$ cat src/rtl/instruction_fetch_unit.sv
// Instruction fetch stage: drives the program ROM address, assembles one- or
// two-word instructions and hands them to decode over a registered
// valid/ready handshake. Execute may redirect fetch to a new PC at any time.
module instruction_fetch_unit #(
    parameter logic [15:0] RESET_ADDR = 16'h0000,
    parameter logic [9:0]  IMM_SRC    = 10'h3A0,
    parameter logic [3:0]  BRANCH_NIB = 4'hE
) (
    input  logic        clk,
    input  logic        reset,
    output logic [15:0] rom_addr,
    input  logic [15:0] rom_data,
    input  logic        redirect,
    input  logic [15:0] redirect_addr,
    output logic        instr_valid,
    input  logic        instr_ready,
    output logic [15:0] instr,
    output logic [15:0] imm,
    output logic        has_imm,
    output logic [15:0] instr_pc
);

    localparam int unsigned W = 16;

    typedef enum logic {
        ST_OP  = 1'b0,
        ST_IMM = 1'b1
    } state_t;

    state_t         state;
    state_t         state_nxt;
    logic [W-1:0]   pc;
    logic [W-1:0]   pc_nxt;
    logic [W-1:0]   op_lat;
    logic [W-1:0]   op_lat_nxt;
    logic [W-1:0]   pc_lat;
    logic [W-1:0]   pc_lat_nxt;
    logic           valid_nxt;
    logic [W-1:0]   instr_nxt;
    logic [W-1:0]   imm_nxt;
    logic           has_imm_nxt;
    logic [W-1:0]   instr_pc_nxt;
    logic           adv;
    logic           two_word;

    // ROM is addressed straight from the PC; data returns in the same cycle.
    assign rom_addr = pc;

    // The output register may be reloaded when empty or being consumed.
    assign adv = !instr_valid || instr_ready;

    // An opcode word is followed by a second word for immediates and branches.
    assign two_word = (rom_data[9:0] == IMM_SRC) || (rom_data[15:12] == BRANCH_NIB);

    // State, PC, partial-op latch and output register.
    always_ff @(posedge clk) begin
        if (reset) begin
            state       <= ST_OP;
            pc          <= RESET_ADDR;
            op_lat      <= '0;
            pc_lat      <= '0;
            instr_valid <= 1'b0;
            instr       <= '0;
            imm         <= '0;
            has_imm     <= 1'b0;
            instr_pc    <= '0;
        end else begin
            state       <= state_nxt;
            pc          <= pc_nxt;
            op_lat      <= op_lat_nxt;
            pc_lat      <= pc_lat_nxt;
            instr_valid <= valid_nxt;
            instr       <= instr_nxt;
            imm         <= imm_nxt;
            has_imm     <= has_imm_nxt;
            instr_pc    <= instr_pc_nxt;
        end
    end

    // Next-state and next-output logic; redirect overrides normal fetch.
    always_comb begin
        state_nxt    = state;
        pc_nxt       = pc;
        op_lat_nxt   = op_lat;
        pc_lat_nxt   = pc_lat;
        valid_nxt    = instr_valid;
        instr_nxt    = instr;
        imm_nxt      = imm;
        has_imm_nxt  = has_imm;
        instr_pc_nxt = instr_pc;

        if (redirect) begin
            // A same-cycle handshake has already completed; anything else is dropped.
            state_nxt = ST_OP;
            pc_nxt    = redirect_addr;
            valid_nxt = 1'b0;
        end else if (adv) begin
            unique case (state)
                ST_OP: begin
                    pc_nxt = pc + W'(1);
                    if (two_word) begin
                        op_lat_nxt = rom_data;
                        pc_lat_nxt = pc;
                        valid_nxt  = 1'b0;
                        state_nxt  = ST_IMM;
                    end else begin
                        valid_nxt    = 1'b1;
                        instr_nxt    = rom_data;
                        imm_nxt      = '0;
                        has_imm_nxt  = 1'b0;
                        instr_pc_nxt = pc;
                    end
                end
                ST_IMM: begin
                    pc_nxt       = pc + W'(1);
                    valid_nxt    = 1'b1;
                    instr_nxt    = op_lat;
                    imm_nxt      = rom_data;
                    has_imm_nxt  = 1'b1;
                    instr_pc_nxt = pc_lat;
                    state_nxt    = ST_OP;
                end
                default: begin
                    state_nxt = ST_OP;
                end
            endcase
        end
    end

endmodule
$ cat config.mk
export PLATFORM = sky130hd
export DESIGN_NAME = instruction_fetch_unit
export DESIGN_NICKNAME = d
export VERILOG_FILES = /design/src/rtl/instruction_fetch_unit.sv
export SDC_FILE = /design/constraint.sdc
export NUM_CORES = 1
export LEC_CHECK = 0
export CELL_PAD_IN_SITES_DETAIL_PLACEMENT = 1
export CELL_PAD_IN_SITES_GLOBAL_PLACEMENT = 1
export CORE_MARGIN = 2
export CORE_UTILIZATION = 35
export CTS_BUF_LIST = sky130_fd_sc_hd__clkbuf_4
export CTS_CLUSTER_DIAMETER = 30
export CTS_CLUSTER_SIZE = 25
export DETAILED_ROUTE_END_ITERATION = 8
export PLACE_DENSITY = 0.81
export SYNTH_ARGS = -nofsm -noshare
export SYNTH_HDL_FRONTEND = slang
export SYNTH_SLANG_ARGS = --single-unit
$ cat constraint.sdc
create_clock -name clk -period 1.85 [get_ports clk]
set_input_delay 0.4625 -clock clk [delete_from_list [all_inputs] [get_ports clk]]
set_output_delay 0.4625 -clock clk [all_outputs]
set_load 0.005 [all_outputs]
==> qor.txt <==
Mapped Avg Cell Area: 9.347 um2
Buffers on Ports: 101
Ports placed on the boundary: 102
Final Critical Period: 1.855 ns
Min-delay src: reset
Hold Path Class: in2reg
Final Hold Viols: 0
Layout cells sized above 1: 25.67%
Crit Reg-Reg Startpoint: state
Final setup fails: 2
Layout area overhead: 44.95%
Reg2Reg Capture Point: op_lat[7]
Non-filler instance count after layout: 811
WP data required: 2.24 ns
Top FF cell, synth: dfxtp_1
Fin worst setup slack: -0.005015 ns
Worst EP arrival: 2.25 ns
GR Overflow Total: 0
Slew Limit Fails: 0
Row Count: 41
Vias in the first global route: 4654
Die Span X: 118.3 um
Diode count: 0
Initial Util: 36.07%
Num CTS Buffers: 9
Clock-pin slew on the worst setup and hold paths: 0.14 ns
Max-cap violation count: 0
Post-Synthesis Cells: 489
Worst VDD drop: 0.2872 mV
First-pass GRT wire length: 24630 um
Min Hold Slack: 0.4511 ns
Post-synth EDFFs: 0
PD cells: 652.3 nW/um2
Register-to-Register Path Depth: 6
Worst path slowest cell: clkdlybuf4s50_1
F_max: 539.1 MHz
Violated checks: setup timing
Register bit total from synthesis: 99
# nets final: 671
DRC errors left: 0
Antenna violations before repair: 0
Crit share post-route: 100.3%
RSZ-0062 raised after global routing: yes
Initial drt markers: 251
CTS Buffer Depth: 2
Hold EP: rom_addr[0]
Dpl hpwl: 10540 um
Mapped Nets: 526
Die area: 13990 um2
Crit-path max FO: 7
Die H: 118.3 um
Design area: 6625 um2
Placement-stage cell area: 6117 um2
Pre-Repair DR Iteration Count: 4
Final ANT Viol Nets: 0
CTS tree: built
Core area: 12670 um2
Syn Std Cell Area: 4571 um2
Synth unique cells: 40
Via count: 4432
H-tree levels: 3
Wirelength, routed: 16270 um
Worst path max stage delay: 0.44 ns
Pre-CTS WS: -0.5945 ns
Final core occ: 52.29%
CTS sink cnt: 99
Final GP Congestion: 0.8851
Pin count of the biggest net entering global routing: 43
Slew headroom: 67.85%
Startpoint class of the critical path: primary input
Clk_lat worst skew: 0.48 ns
Setup slack, reg-to-reg: 0.01 ns
Total Routing Usage GR: 22.04%
Root buf cell: clkbuf_4
CP Cell Sequence: clkdlybuf4s50_1 > and4bb_2 > nand4_2 > a211oi_4 > buf_6 > buf_12 > mux2i_1
Status: finished with violations
CP Class: in2reg
Leak: 2.445 nW
Post-synth ARST share: 0%
YS warnings: 0
Routed WL per cell: 20.06 um
Vias per cell: 5.465
Clock skew: 0.02038 ns
FILL cells: 1437
Crit. End Element: flop
Most frequent cells in the layout: clkdlybuf4s50_1 (76), buf_4 (66), nand2b_1 (65), mux2i_1 (63), a21oi_1 (53)
Seq/Total Area, Yosys: 43.36%
Commonest non-fill, non-tap cell in the layout: clkdlybuf4s50_1
Hold path cells: 2
Worst-Margin Slew: 0.4702 ns
Dpl cells: 772
==> cell usage after synthesis (4+ instances only) <==
master | n | area, um2
o21ai_1 | 4 | 20.02
mux2i_1 | 64 | 640.6
and4_1 | 4 | 35.03
nand4_1 | 19 | 118.9
nand2b_1 | 65 | 406.6
nand3_1 | 5 | 25.02
nand2_1 | 9 | 33.78
nor2_1 | 15 | 56.30
xnor2_1 | 8 | 70.07
a21oi_1 | 53 | 265.3
dfxtp_1 | 99 | 1982
nor3_1 | 4 | 20.02
o21ai_0 | 16 | 80.08
clkbuf_1 | 34 | 127.6
a311oi_1 | 4 | 35.03
buf_1 | 4 | 15.01
buf_2 | 5 | 25.02
a211oi_1 | 41 | 307.8
inv_1 | 5 | 18.77
==> repair_timing <==
item                       CTS  global route
setup buffers               13             7
setup endpoints to repair   53            60
gates cloned                 2             1
pin swaps                    3             2
hold buffers                 0             0
resized for setup           50            51
==> metrics by stage <==
| step | total power [mW] | setup TNS (ns) |
|---|---|---|
| after floorplan | 2.648 | 0 |
| after global placement | 3.089 | -27.75 |
| after detailed placement | 3.122 | -34.97 |
| after CTS | 4.277 | 0 |
| after global routing | 4.503 | -0.2641 |
| final | 4.321 | -0.008744 |
==> layer usage <==
metal	wire, um	part of all wire [%]	vias up	track usage (%)
li1	-	-	2056	-
met3	534	3.3	40	3.571
met4	513	3.2	0	8.660
met1	6699	41	2215	25.20
met2	8524	52	121	40.64
met5	0	0	-	0
==> power breakdown <==
part	switching (mW)	internal, mW	leakage, nW
combinational	0.390	0.453	1.54
clock	0.767	0.418	0.0752
sequential	0.0590	2.23	0.833
total	1.22	3.11	2.45
==> kinds of logic after synthesis <==
family	share of synthesized area (%)
mux	14.02
buf+inv	4.818
compound gates	17.33
flops	43.36
fa+ha+maj	0.2737
simple gates	18.29
xor+xnor	1.916
==> how the worst max path moves through the flow <==
stage                           start            to  cells after the start
after global routing      rom_addr[1]  rom_addr[14]                      7
final                     rom_data[4]     op_lat[7]                      7
after detailed placement  rom_data[0]     op_lat[7]                      6
after floorplan           rom_data[4]     op_lat[0]                      5
after global placement    rom_data[0]     pc_lat[3]                      6
after CTS                 rom_addr[1]  rom_addr[12]                      6
==> critical path, delay by kind of cell <==
kind / cells / cell delay, ns
and+or+nand+nor: 2 / 0.51
muxes: 1 / 0.23
AOI/OAI and AO/OA: 1 / 0.29
buffers and inverters: 3 / 0.75
==> area by class of cell <==
type	instances	area (um2)	share of cell area (%)
Clock buffer	10	75.07	1.133
Multi-Input combinational cell	339	2405	36.30
Sequential cell	99	2073	31.29
Tap cell	172	215.2	3.248
Clock inverter	6	56.30	0.8499
Timing Repair Buffer	180	1782	26.89
Inverter	5	18.77	0.2833
==> flip-flops by register name, indices dropped and copies added (netlist names) <==
| register | count |
|---|---|
| has_imm | 1 |
| imm | 16 |
| rom_addr | 16 |
| instr_pc | 16 |
| instr_valid | 1 |
| pc_lat | 16 |
| state | 1 |
| op_lat | 16 |
| instr | 16 |
Power figures use the tool's default switching activity.
